==> src/rtl/word_seq_detector_if.sv <==
// Symbol, configuration and result signals of the word sequence detector.
// The master drives symbols and pattern writes; the slave is the detector.
interface word_seq_detector_if #(
    parameter int CHAR_W  = 7,
    parameter int MAX_LEN = 8,
    parameter int CNT_W   = 8
);
    localparam int ADDR_W = $clog2(MAX_LEN);
    localparam int LEN_W  = $clog2(MAX_LEN + 1);

    logic              letter_valid;
    logic [CHAR_W-1:0] letter;
    logic              cfg_we;
    logic [ADDR_W-1:0] cfg_addr;
    logic [CHAR_W-1:0] cfg_char;
    logic              cfg_opt;
    logic              cfg_len_we;
    logic [LEN_W-1:0]  cfg_len;
    logic              hit;
    logic [LEN_W-1:0]  progress;
    logic [CNT_W-1:0]  hit_count;

    modport master (
        output letter_valid, letter, cfg_we, cfg_addr, cfg_char, cfg_opt,
               cfg_len_we, cfg_len,
        input  hit, progress, hit_count
    );

    modport slave (
        input  letter_valid, letter, cfg_we, cfg_addr, cfg_char, cfg_opt,
               cfg_len_we, cfg_len,
        output hit, progress, hit_count
    );
endinterface

==> src/rtl/word_seq_detector.sv <==
// Programmable word matcher with optional (skippable) pattern slots, non-overlapping hits.
// Define WSD_HIT_COUNT_EN to build the saturating hit counter; otherwise hit_count is tied to 0.
module word_seq_detector #(
    parameter int CHAR_W  = 7,
    parameter int MAX_LEN = 8,
    parameter int CNT_W   = 8
) (
    input  logic               clk,
    input  logic               rst,
    word_seq_detector_if.slave bus
);
    localparam int ADDR_W = $clog2(MAX_LEN);
    localparam int LEN_W  = $clog2(MAX_LEN + 1);
    localparam logic [LEN_W:0]  MAX_LEN_V = (LEN_W + 1)'(MAX_LEN);
    localparam logic [LEN_W:0]  MIN_LEN_V = (LEN_W + 1)'(2);
    localparam logic [LEN_W:0]  ONE_V     = (LEN_W + 1)'(1);
    localparam logic [LEN_W:0]  TWO_V     = (LEN_W + 1)'(2);
    localparam logic [ADDR_W:0] SLOTS_V   = (ADDR_W + 1)'(MAX_LEN);

    logic [CHAR_W-1:0]  pat [MAX_LEN];
    logic [MAX_LEN-1:0] opt;
    logic [LEN_W-1:0]   len;
    logic [LEN_W-1:0]   state, state_nxt;
    logic               hit, hit_nxt;

    logic [LEN_W:0]     i_w, len_w, nxt1, nxt2, adv;
    logic [ADDR_W-1:0]  cur_idx, skip_idx;
    logic               len_ok, skip_ok, addr_ok, cfg_any;

    assign i_w      = {1'b0, state};
    assign len_w    = {1'b0, len};
    assign nxt1     = i_w + ONE_V;
    assign nxt2     = i_w + TWO_V;
    assign len_ok   = (len_w >= MIN_LEN_V) && (len_w <= MAX_LEN_V);
    assign cur_idx  = state[ADDR_W-1:0];
    assign skip_idx = (nxt1 < MAX_LEN_V) ? nxt1[ADDR_W-1:0] : '0;
    // An optional slot can only be skipped when a real successor slot exists; slot 0 is never optional.
    assign skip_ok  = (state != '0) && opt[cur_idx] && (nxt1 < len_w);
    assign addr_ok  = ({1'b0, bus.cfg_addr} < SLOTS_V);
    assign cfg_any  = bus.cfg_we || bus.cfg_len_we;

    always_comb begin
        state_nxt = state;
        hit_nxt   = 1'b0;
        adv       = '0;
        if (cfg_any || !len_ok) begin
            state_nxt = '0;
        end else if (bus.letter_valid) begin
            if (bus.letter == pat[cur_idx]) begin
                adv = nxt1;
            end else if (skip_ok && (bus.letter == pat[skip_idx])) begin
                adv = nxt2;
            end else if (bus.letter == pat[0]) begin
                adv = ONE_V;
            end else begin
                adv = '0;
            end
            if (adv == len_w) begin
                state_nxt = '0;
                hit_nxt   = 1'b1;
            end else begin
                state_nxt = adv[LEN_W-1:0];
            end
        end
    end

    always_ff @(posedge clk or posedge rst) begin
        if (rst) begin
            state <= '0;
            hit   <= 1'b0;
        end else begin
            state <= state_nxt;
            hit   <= hit_nxt;
        end
    end

    // Pattern store; out-of-range slot writes on non power-of-two MAX_LEN are dropped.
    always_ff @(posedge clk or posedge rst) begin
        if (rst) begin
            for (int k = 0; k < MAX_LEN; k++) begin
                pat[k] <= '0;
            end
            opt <= '0;
            len <= '0;
        end else begin
            if (bus.cfg_we && addr_ok) begin
                pat[bus.cfg_addr] <= bus.cfg_char;
                opt[bus.cfg_addr] <= bus.cfg_opt;
            end
            if (bus.cfg_len_we) begin
                len <= bus.cfg_len;
            end
        end
    end

`ifdef WSD_HIT_COUNT_EN
    logic [CNT_W-1:0] hit_cnt;

    function automatic logic [CNT_W-1:0] sat_inc(input logic [CNT_W-1:0] v);
        return (&v) ? v : v + CNT_W'(1);
    endfunction

    always_ff @(posedge clk or posedge rst) begin
        if (rst) begin
            hit_cnt <= '0;
        end else if (hit_nxt) begin
            hit_cnt <= sat_inc(hit_cnt);
        end
    end

    assign bus.hit_count = hit_cnt;
`else
    assign bus.hit_count = CNT_W'(0);
`endif

    assign bus.hit      = hit;
    assign bus.progress = state;
endmodule

==> src/flat_wrapper.sv <==
// flat-port wrapper written by rule: the top's interface ports become plain ports
module word_seq_detector_flat 
#(
    parameter int CHAR_W  = 7,
    parameter int MAX_LEN = 8,
    parameter int CNT_W   = 8
)
  (clk, rst, bus_letter_valid, bus_letter, bus_cfg_we, bus_cfg_addr, bus_cfg_char, bus_cfg_opt, bus_cfg_len_we, bus_cfg_len, bus_hit, bus_progress, bus_hit_count);
  word_seq_detector_if #(.CHAR_W(CHAR_W), .MAX_LEN(MAX_LEN), .CNT_W(CNT_W)) bus_i ();
  input  logic clk;
  input  logic rst;
  input wire logic [$bits(bus_i.letter_valid)-1:0] bus_letter_valid;
  input wire logic [$bits(bus_i.letter)-1:0] bus_letter;
  input wire logic [$bits(bus_i.cfg_we)-1:0] bus_cfg_we;
  input wire logic [$bits(bus_i.cfg_addr)-1:0] bus_cfg_addr;
  input wire logic [$bits(bus_i.cfg_char)-1:0] bus_cfg_char;
  input wire logic [$bits(bus_i.cfg_opt)-1:0] bus_cfg_opt;
  input wire logic [$bits(bus_i.cfg_len_we)-1:0] bus_cfg_len_we;
  input wire logic [$bits(bus_i.cfg_len)-1:0] bus_cfg_len;
  output wire logic [$bits(bus_i.hit)-1:0] bus_hit;
  output wire logic [$bits(bus_i.progress)-1:0] bus_progress;
  output wire logic [$bits(bus_i.hit_count)-1:0] bus_hit_count;
  assign bus_i.letter_valid = bus_letter_valid;
  assign bus_i.letter = bus_letter;
  assign bus_i.cfg_we = bus_cfg_we;
  assign bus_i.cfg_addr = bus_cfg_addr;
  assign bus_i.cfg_char = bus_cfg_char;
  assign bus_i.cfg_opt = bus_cfg_opt;
  assign bus_i.cfg_len_we = bus_cfg_len_we;
  assign bus_i.cfg_len = bus_cfg_len;
  assign bus_hit = bus_i.hit;
  assign bus_progress = bus_i.progress;
  assign bus_hit_count = bus_i.hit_count;
  word_seq_detector #(.CHAR_W(CHAR_W), .MAX_LEN(MAX_LEN), .CNT_W(CNT_W)) u_core (.clk(clk), .rst(rst), .bus(bus_i));
endmodule
==> config.mk <==
export PLATFORM = sky130hd
export DESIGN_NAME = word_seq_detector_flat
export DESIGN_NICKNAME = d
export VERILOG_FILES = /design/src/rtl/word_seq_detector_if.sv /design/src/rtl/word_seq_detector.sv /design/src/flat_wrapper.sv
export SDC_FILE = /design/constraint.sdc
export NUM_CORES = 1
export LEC_CHECK = 0
export BUFFER_PORTS_ARGS = -buffer_cell sky130_fd_sc_hd__buf_4
export CAP_MARGIN = 15
export CORE_MARGIN = 5
export CORE_UTILIZATION = 33
export DETAILED_ROUTE_END_ITERATION = 6
export PLACE_DENSITY_LB_ADDON = 0.2
export SLEW_MARGIN = 20
export SYNTH_ARGS = -nofsm -noshare
export SYNTH_HDL_FRONTEND = slang
export SYNTH_SLANG_ARGS = --single-unit
==> constraint.sdc <==
create_clock -name clk -period 3.64 [get_ports clk]
set_clock_uncertainty 0.15 [all_clocks]
set_input_delay 1.092 -clock clk [delete_from_list [all_inputs] [get_ports clk]]
set_output_delay 1.092 -clock clk [all_outputs]
set_load 0.02 [all_outputs]
==> impl_metrics.csv, run 1 <==
group,metric,value,unit
status,status,"finished clean",
grt,use_met1,0.2199,
worst_setup_path,path_cells,"ha_1, and3b_1, nor3_4, buf_4, nor3b_1, o21a_1, o21ai_0, a211o_1, nor4_2, a311o_2, nor4_1",
synth,synth-async-reset-ratio,1.000,
worst_setup_path,critPathKind,"reg -> reg",
floorplan,core,14370,um^2
synth,yosys_warnings,0,
routing,wire_per_inst,20.42,um
grt,grt_max_degree,48,
power_and_ir_drop,p_leak,2.312,nW
power_and_ir_drop,power,2.518,mW
worst_setup_path,path_buf_inv,1,
worst_setup_path,crit_family,"compound AO/OA/AOI/OAI gates",
clock_network,hold_buffers,0,
worst_setup_path,crit_path_end_kind,"register",
sta,final_max_slew_viol_count,0,
routing,via_per_inst,5.387,
sta,finalHoldViolations,0,
grt,grt_pass1_vias,3649,
grt,grt_first_pass_wirelength,21170,um
worst_setup_path,crit_fanout,6,
clock_network,clkLatencyLatePin,0.35,ns
synth,synth-seq-area-share,0.3822,
synth,synth_most_common_cell,"dfrtp_1",
routing,ant_nets,0,
clock_network,clk_pin_slew,0.06,ns
worst_setup_path,cp-start-kind,"register",
worst_hold_path,hold_path.class,"reg -> reg",
worst_setup_path,cp_data_required_time,3.71,ns
synth,yosys-top-cells-count,"73 x dfrtp_1, 65 x mux2_2, 32 x nand2_1, 18 x mux4_2, 17 x nor2_1",
clock_network,cts-root-buf,"clkbuf_16",
sta,min_period,3.577,ns
synth,synth_area,4780,um^2
power_and_ir_drop,p_sw,0.7259,mW
synth,synth.area.top_cells,"dfrtp_1 38%, mux2_2 15%, mux4_2 8.5%",
sta,max_clock_freq,279.6,MHz
clock_network,cts_tree,"done",
grt,overflow,0,
floorplan,io_pins,40,
clock_network,cts_buffer_depth,2,
floorplan,start_util,0.3326,
floorplan,dieHeight,130.3,um
synth,ys.flop_type,"dfrtp_1",
synth,synthCells,416,
synth,synth.distinct_cells,71,
grt,use_met3,0.04134,
synth,ys_seq_elements,73,
power_and_ir_drop,switching_share,0.2883,
power_and_ir_drop,p_int,1.792,mW
synth,synth_top_cell_area_share,0.3822,
routing,vias,3507,
clock_network,numCtsBuffers,9,
placed_design,hpwl,10080,um
worst_setup_path,critPathMaxStageDelay,0.44,ns
layout,drive_gt1_frac,0.3983,
job,cap_violations,0,
layout,final-instance-count-excl-fill,651,
power_and_ir_drop,clkPwrFrac,0.333,
grt,grt_use_total,0.1668,
synth,synth_edf_count,0,
routing,drc,0,
synth,avgSynthCellArea,11.49,um^2
grt,busiest_layer,"met2",
floorplan,die_w,130.3,um
grt,antenna_found_initial,0,
placed_design,place_congestion,0.9100,
sta,min_period_over_period,0.9827,
routing,drtIter0Drc,140,
grt,grtUsageMet2,0.2680,
clock_network,clock-sinks,73,
power_and_ir_drop,p_comb_frac,0.223,
sta,worst_slew_pin_slew,0.7110,ns
floorplan,placementRows,44,
clock_network,htree_levels,3,
worst_setup_path,worstPathArrival,3.65,ns
sta,setup_viol,0,
layout,fin_nets,496,
routing,wl,13290,um
placed_design,portBuffers,31,
synth,yosysTopAreaCell,"dfrtp_1",
layout,antenna_cells,0,
power_and_ir_drop,peakVddDrop,0.0002616,V
routing,dr.pass1.iters,4,
sta,slew_headroom,0.5235,
floorplan,dieArea,16990,um^2
placed_design,place_inst,635,
power_and_ir_drop,p_seq_frac,0.444,
worst_setup_path,critPathSlowestCell,"dfrtp_2",
power_and_ir_drop,powerDensity,440.7,nW/um^2
layout,syn_to_final_growth,19.53,%
[registers in the layout (all words and copies together), names as in the netlist]
name	cells
u_core.pat	56
u_core.len	4
u_core.bus.progress	4
u_core.opt	8
u_core.bus.hit	1
[through the flow]
stage	hold WS, ns	worst slack (ns)	utilization	instance area, um^2	setup TNS [ns]
detailed placement	0.3417	0.07309	0.3718	5343	0
global route	0.3836	-0.05410	0.3976	5713	-0.1515
floorplan	0.3239	0.03529	-	4826	0
finish	0.3558	0.06299	0.3976	5713	0
global placement	0.3333	0.02193	0.3718	5343	0
CTS	0.3554	0.03228	0.3914	5624	0
[layer usage]
| metal | routed length [um] | vias up | share of wire |
|---|---|---|---|
| met4 | 272 | 0 | 0.020 |
| met2 | 6338 | 66 | 0.48 |
| met3 | 640 | 19 | 0.048 |
| met5 | 0 | - | 0 |
| li1 | - | 1640 | - |
| met1 | 6041 | 1782 | 0.45 |
[cell usage in the layout (no fill, tap or decap), types with 3 or more instances in the layout]
master     netlist  final
a211oi_1         4      4
a21oi_1          4      4
a221oi_1         3      3
a31oi_1          4      4
buf_12           0      3
buf_4           11     57
clkbuf_16        0      9
conb_1           1      8
dfrtp_1         73     72
ha_1             6      4
inv_1           13     12
mux2_2          65     65
mux2i_1         16     16
mux4_2          18     18
nand2_1         32     32
nand2b_1         4      4
nand3_1          8      8
nand4_1          4      4
nand4b_1         3      3
nor2_1          17     17
nor3_1           7      7
nor3b_1          5      5
nor4_2           2      4
o21ai_0         10     10
o21ai_1          5      5
o22ai_1          3      3
o31a_1           4      4
xnor2_1         10     10
xor2_1          11     10
[repair_timing]
item / CTS / global route
endpoints found under the setup margin: 0 / 5
buffers inserted: 0 / 1
gates resized for setup: 0 / 13
[power by group through the flow]
| stage | Sequential, mW | Combinational [mW] | Clock, mW |
|---|---|---|---|
| detailed placement | 1.13 | 0.549 | 0 |
| floorplan | 1.07 | 0.432 | 0 |
| global route | 1.14 | 0.616 | 0.898 |
| CTS | 1.12 | 0.552 | 0.866 |
| finish | 1.12 | 0.562 | 0.839 |
| global placement | 1.13 | 0.538 | 0 |
[layout make-up]
cell class / count / area (um^2)
Fill cell: 1378 / 8656
Multi-Input combinational cell: 304 / 2826
Sequential cell: 73 / 1828
Timing Repair Buffer: 60 / 488.0
Clock buffer: 12 / 256.5
Tap cell: 184 / 230.2
Inverter: 15 / 58.81
Clock inverter: 3 / 25.02
[logic make-up after synthesis]
logic type	after synthesis	synth area share
compound gates	66	0.1110
xor+xnor	23	0.04764
fa+ha+maj	6	0.01571
buf+inv	46	0.05288
flops	73	0.3822
mux	101	0.2762
other cells	1	0.0007846
simple gates	100	0.1136
[path summary, 6_finish.rpt]
| check | start | to | slack (ns) | cells after the start |
|---|---|---|---|---|
| max | u_core.bus.progress[1] | u_core.bus.hit | 0.06 | 11 |
| min | u_core.opt[1] | u_core.opt[1] | 0.36 | 1 |
| max reg2reg | u_core.bus.progress[1] | u_core.bus.hit | 0.06 | 11 |
| min reg2reg | u_core.opt[1] | u_core.opt[1] | 0.36 | 1 |
| max in group asynchronous | rst | u_core.pat[48] | 1.98 | 3 |
| min in group asynchronous | rst | u_core.opt[1] | 0.68 | 2 |
Note: power is estimated with default switching activity, not from simulation.
==> run 2, diff against run 1 <==
--- a/config.mk
+++ b/config.mk
@@ -5,6 +5,7 @@
 export SDC_FILE = /design/constraint.sdc
 export NUM_CORES = 1
 export LEC_CHECK = 0
+export ABC_AREA = 1
 export BUFFER_PORTS_ARGS = -buffer_cell sky130_fd_sc_hd__buf_4
 export CAP_MARGIN = 15
 export CORE_MARGIN = 5
==> constraint.sdc (replaced) <==
create_clock -name clk -period 3.3 [get_ports clk]
set_clock_uncertainty 0.15 [all_clocks]
set_input_delay 0.99 -clock clk [delete_from_list [all_inputs] [get_ports clk]]
set_output_delay 0.99 -clock clk [all_outputs]
set_load 0.02 [all_outputs]
==> run 2 against run 1 <==
Sequential power barely moved. Die area fell by 0.74%. Cell area fell by 3.3%. Via count rose by 31%. Fmax rose by 18%.
==> impl_metrics.csv, run 2 <==
group,metric,value,unit
synth,yosys-top-cells-count,"266 x nand2_1, 101 x o21ai_0, 73 x dfrtp_1, 73 x nand3_1, 69 x inv_1",
synth,synth.distinct_cells,28,
sta,finalHoldViolations,0,
floorplan,placementRows,43,
synth,yosysTopAreaCell,"dfrtp_1",
clock_network,hold_buffers,0,
worst_setup_path,worstPathArrival,3.10,ns
synth,synth-seq-area-share,0.3853,
synth,synth_mux_area_frac,0,
grt,grt_max_degree,74,
clock_network,clkLatencyLatePin,0.34,ns
floorplan,die_w,129.9,um
layout,final_common_cell,"nand2_1",
routing,drtIter0Drc,318,
layout,top_register,"u_core.pat",
sta,final_max_slew_viol_count,0,
synth,synth_area,4741,um^2
power_and_ir_drop,peakVddDrop,0.0002309,V
floorplan,core,13990,um^2
sta,max_clock_freq,331.2,MHz
floorplan,dieHeight,129.9,um
sta,setup_viol,0,
synth,synth_top_cell_area_share,0.3853,
power_and_ir_drop,switching_share,0.2946,
power_and_ir_drop,clkPwrFrac,0.391,
power_and_ir_drop,p_seq_frac,0.411,
synth,synth-async-reset-ratio,1.000,
layout,drive_gt1_frac,0.1104,
routing,drc,0,
layout,fin_nets,771,
layout,antenna_cells,0,
grt,overflow,0,
clock_network,numCtsBuffers,9,
power_and_ir_drop,p_int,1.980,mW
grt,antenna_found_initial,0,
floorplan,io_pins,40,
worst_hold_path,hold_path.class,"reg -> reg",
sta,final.setup.tns,0,ns
power_and_ir_drop,p_sw,0.8272,mW
grt,grt_use_total,0.1789,
worst_setup_path,critPathKind,"reg -> reg",
synth,synth_edf_count,0,
power_and_ir_drop,powerDensity,508.1,nW/um^2
synth,synth_most_common_cell,"nand2_1",
layout,largest_reg_flops,56,
clock_network,cts_buffer_depth,2,
sta,worst_slew_pin_slew,0.5666,ns
synth,synth_top_family_by_area,"simple AND/OR/NAND/NOR gates",
clock_network,htree_levels,3,
clock_network,clock-sinks,73,
synth,avgSynthCellArea,6.649,um^2
worst_setup_path,cp-start-kind,"register",
sta,min_period,3.020,ns
routing,wl,14340,um
status,status,"finished clean",
grt,grt_pass1_vias,4349,
routing,via_per_inst,4.971,
worst_setup_path,crit_fanout,15,
sta,slew_headroom,0.6212,
synth,synth_compound_area_frac,0.1528,
layout,syn_to_final_growth,16.55,%
synth,synthSimpleGateAreaFrac,0.3236,
placed_design,portBuffers,31,
synth,yosys_warnings,0,
layout,fin_util,0.3950,
clock_network,cts-root-buf,"clkbuf_16",
synth,ys.flop_type,"dfrtp_1",
layout,mostFrequentLayoutCells,"265 x nand2_1, 100 x o21ai_0, 70 x nand3_1, 70 x dfrtp_1, 68 x inv_1",
routing,vias,4588,
power_and_ir_drop,p_leak,2.839,nW
sta,rsz0062_at_grt,"false",
job,cap_violations,0,
clock_network,cts_tree,"done",
worst_setup_path,crit_path_end_kind,"register",
routing,dr.pass1.iters,5,
placed_design,hpwl,10870,um
routing,wire_per_inst,15.54,um
sta,min_period_over_period,0.9150,
floorplan,dieArea,16860,um^2
placed_design,place_congestion,0.9246,
grt,grt_first_pass_wirelength,23200,um
synth,synthCells,713,
synth,synth_xor_area_frac,0.01847,
layout,reg_top3,"u_core.pat (56), u_core.opt (8)",
floorplan,start_util,0.3389,
power_and_ir_drop,p_comb_frac,0.197,
synth,synth_adder_area_share,0.01584,
routing,ant_nets,0,
synth,ys_seq_elements,73,
worst_setup_path,cp_data_required_time,3.38,ns
clock_network,clk_pin_slew,0.06,ns
synth,synth.area.top_cells,"dfrtp_1 39%, nand2_1 21%, o21ai_0 11%",
## run 2: cell count changes after synthesis, sizes merged, moves of 8 or more
cell    change
xnor2       -8
inv        +60
o21ai      +87
a21oi      +21
nand3      +66
o211ai      +9
mux2       -67
mux2i      -16
mux4       -18
nand2     +237
## run 2: logic make-up after synthesis
family                     Yosys count
DFF                                 73
and+or+nand+nor                    373
buffers and inverters              111
other                                1
xor gates and xnor gates            10
adders and majority gates            6
AOI/OAI and AO/OA                  139
## run 2: area by class of cell
class / count / area, um^2
sequential: 73 / 1831
tap: 180 / 225.2
fill: 1498 / 8463
multi-input combinational: 536 / 2479
clock inverter: 4 / 73.82
clock buffer: 12 / 266.5
timing repair buffer: 44 / 367.9
inverter: 74 / 282.8
## run 2: worst paths after layout
check	endpoint	slack, ns	startpoint	cells after the start
max	u_core.bus.progress[0]	0.28	u_core.bus.progress[0]	19
min	u_core.opt[4]	0.33	u_core.opt[4]	2
max reg2reg	u_core.bus.progress[0]	0.28	u_core.bus.progress[0]	19
min reg2reg	u_core.opt[4]	0.33	u_core.opt[4]	2
max in group asynchronous	u_core.bus.progress[3]	2.07	rst	3
min in group asynchronous	u_core.pat[22]	0.57	rst	3
## run 2: power by group through the flow
stage / sequential [mW] / combinational, mW / clock [mW]
floorplan: 1.14 / 0.409 / 0
global placement: 1.17 / 0.547 / 0
detailed placement: 1.17 / 0.555 / 0
CTS: 1.15 / 0.558 / 1.12
global route: 1.17 / 0.650 / 1.17
finish: 1.15 / 0.555 / 1.10
## run 2: metrics by stage
| step | instance area [um^2] | hold slack, ns | cells | power, mW | setup WS [ns] |
|---|---|---|---|---|---|
| floorplan | 4767 | 0.3029 | 720 | 1.546 | 0.2576 |
| global placement | 5129 | 0.3195 | 906 | 1.713 | 0.1652 |
| detailed placement | 5129 | 0.3229 | 906 | 1.723 | 0.1621 |
| CTS | 5469 | 0.3367 | 922 | 2.835 | 0.1553 |
| global route | 5525 | 0.3597 | 923 | 2.991 | 0.0006344 |
| finish | 5525 | 0.3331 | 923 | 2.808 | 0.2804 |
## run 2: metal layers
| metal | vias to the layer above | track usage | part of all wire |
|---|---|---|---|
| li1 | 2321 | - | - |
| met1 | 2090 | 0.2356 | 0.44 |
| met2 | 148 | 0.2860 | 0.46 |
| met3 | 29 | 0.04134 | 0.068 |
| met4 | 0 | 0.07029 | 0.026 |
| met5 | - | 0 | 0 |
## run 2: worst max-delay path, stage by stage (launching register included)
cell and delay, ns:
dfrtp_2 0.43, inv_4 0.10, ha_1 0.37, nand2_1 0.11
inv_4 0.16, nand2_4 0.14, nand2_1 0.08, nand3_1 0.19
nand3_1 0.13, nand2_1 0.05, nor2_1 0.09, nand2_1 0.10
nor2_4 0.17, nand2_1 0.11, nand3_1 0.08, nand2_1 0.06
nor2_1 0.13, nand3_2 0.14, nand2_1 0.08, nand2_1 0.05
## run 2: what timing repair did
item / CTS / global route
buffers inserted: 0 / 1
gates resized for setup: 0 / 15
endpoints found under the setup margin: 0 / 5
==> run 3, diff against run 2 <==
--- a/config.mk
+++ b/config.mk
@@ -11,7 +11,6 @@
 export CORE_MARGIN = 5
 export CORE_UTILIZATION = 33
 export DETAILED_ROUTE_END_ITERATION = 6
-export PLACE_DENSITY_LB_ADDON = 0.2
 export SLEW_MARGIN = 20
 export SYNTH_ARGS = -nofsm -noshare
 export SYNTH_HDL_FRONTEND = slang
==> run 3 against run 2 <==
Sequential power hardly changed. Register-to-register slack hardly changed. Wire length is 3.8% lower. Die area stayed put. Via count is 0.15% higher. Sequential share of layout area is 0.33 points lower. Combinational power is 3.6% lower. Critical endpoint is now u_core.bus.progress[1]. Largest cell class unchanged. Highest routed layer unchanged.
==> impl_metrics.csv, run 3 (synthesis results as in run 2) <==
group,metric,value,unit
layout,fin_nets,776,
power_and_ir_drop,powerDensity,513.7,nW/um^2
layout,largest_reg_flops,56,
floorplan,start_util,0.3389,
grt,grt_pass1_vias,4391,
clock_network,numCtsBuffers,9,
clock_network,htree_levels,3,
clock_network,clock-sinks,73,
sta,final_max_slew_viol_count,0,
placed_design,placed_cell_area,5161,um^2
power_and_ir_drop,peakVddDrop,0.0002545,V
routing,wl_met2,6003,um
grt,grt_first_pass_wirelength,22890,um
grt,overflow,0,
clock_network,clkLatencyLatePin,0.34,ns
worst_setup_path,cp-start-kind,"register",
routing,m1WireLength,6733,um
worst_setup_path,cp_common_cell,"nand2_1",
clock_network,clk_pin_slew,0.06,ns
power_and_ir_drop,p_leak,2.872,nW
sta,worst_slew_pin_slew,0.7007,ns
worst_setup_path,cp_data_required_time,3.38,ns
floorplan,io_pins,40,
grt,grt_max_degree,74,
layout,mostFrequentLayoutCells,"265 x nand2_1, 101 x o21ai_0, 73 x nand3_1, 72 x dfrtp_1, 68 x inv_1",
placed_design,hpwl,9807,um
floorplan,core,13990,um^2
layout,antenna_cells,0,
sta,setup_viol,0,
sta,slew_headroom,0.5317,
layout,drive_gt1_frac,0.1096,
routing,wl_met3,789,um
routing,drc,0,
floorplan,dieArea,16860,um^2
sta,finalHoldViolations,0,
layout,final_common_cell,"nand2_1",
worst_setup_path,critPathKind,"reg -> reg",
placed_design,portBuffers,31,
routing,vias,4595,
clock_network,cts_buffer_depth,2,
routing,highest_layer,"met4",
floorplan,placementRows,43,
clock_network,cts-root-buf,"clkbuf_16",
sta,max_clock_freq,332.2,MHz
routing,wl,13800,um
worst_setup_path,r2r_cells,23,
worst_setup_path,critPathMaxStageDelay,0.40,ns
grt,grt_use_total,0.1746,
grt,antenna_found_initial,0,
placed_design,place_inst,908,
placed_design,place_congestion,0.8905,
routing,via_per_inst,4.952,
sta,min_period_over_period,0.9123,
job,cap_violations,0,
clock_network,cts_tree,"done",
worst_setup_path,path_cells,"buf_4, inv_2, ha_1, nand2_1, inv_2, buf_6, nand3_1, nand3_1, nand2_1, nand2_1, nand2_1, nor2_1, nand2_1, nor2_4, nand2_1, nand2_1, nand2_1, nand2_1, nand2_1, nand2_1, nand3_2, nand2_1, nand2_1",
status,status,"finished clean",
worst_setup_path,crit_path_end_kind,"register",
routing,ant_nets,0,
sta,whs,0.3282,ns
layout,top_register,"u_core.pat",
floorplan,die_w,129.9,um
worst_setup_path,crit_fanout,11,
layout,syn_to_final_growth,17.55,%
routing,dr.pass1.iters,5,
routing,wire_per_inst,14.87,um
sta,min_period,3.011,ns
floorplan,dieHeight,129.9,um
routing,drtIter0Drc,397,
sta,final.setup.tns,0,ns
layout,final-instance-count-excl-fill,928,
worst_hold_path,hold_path.class,"reg -> reg",
worst_hold_path,holdPathStages,2,
worst_setup_path,critPathSlowestCell,"dfrtp_2",
layout,design_area,5573,um^2
sta,rsz0062_at_grt,"false",
worst_setup_path,worstPathArrival,3.09,ns
layout,reg_top3,"u_core.pat (56), u_core.opt (8)",
[run 3: path summary, 6_finish.rpt]
path                                        startpoint                endpoint  slack [ns]
worst min register to register          u_core.pat[48]          u_core.pat[48]        0.33
worst max register to register  u_core.bus.progress[1]  u_core.bus.progress[1]        0.29
min in group asynchronous                          rst           u_core.pat[3]        0.59
worst max-delay path            u_core.bus.progress[1]  u_core.bus.progress[1]        0.29
worst min-delay path                    u_core.pat[48]          u_core.pat[48]        0.33
max in group asynchronous                          rst  u_core.bus.progress[1]        2.08
[run 3: stage by stage]
stage,power (mW),util,setup slack (ns)
after floorplan,1.546,-,0.2576
after global placement,1.693,0.3690,0.3308
after detailed placement,1.701,0.3690,0.2189
after CTS,2.877,0.3944,0.2160
after global routing,3.038,0.3984,0.01239
final,2.863,0.3984,0.2894
[run 3: metal layers]
layer  track usage  up-vias
met5             0        -
met4       0.05134        0
met3       0.03357       19
met2        0.2733      113
met1        0.2460     2127
li1              -     2336
[run 3: final cells by class]
cell class                      count  area [um^2]
Clock inverter                      4        98.84
Inverter                           74        277.8
Fill cell                        1528         8416
Tap cell                          180        225.2
Timing Repair Buffer               49        412.9
Clock buffer                       12        256.5
Sequential cell                    73         1828
Multi-Input combinational cell    536         2474
[run 3: timing repair]
action | in CTS | in global routing
endpoints found under the setup margin | 0 | 5
gates resized for setup | 0 | 7
setup buffers | 0 | 4
hold buffers | 0 | 0
[run 3: where the power goes]
group | switching (mW) | total (mW) | internal [mW]
logic | 0.328 | 0.535 | 0.207
registers | 0.105 | 1.15 | 1.05
clock network | 0.393 | 1.17 | 0.782
total | 0.825 | 2.86 | 2.04
[run 3: worst max-delay path, delay by kind of cell (launching register included)]
family | cells | cell delay [ns]
adder cells (fa/ha/maj) | 1 | 0.32
buffers and inverters | 4 | 0.47
AND/OR/NAND/NOR | 18 | 1.53
flip-flops | 1 | 0.40
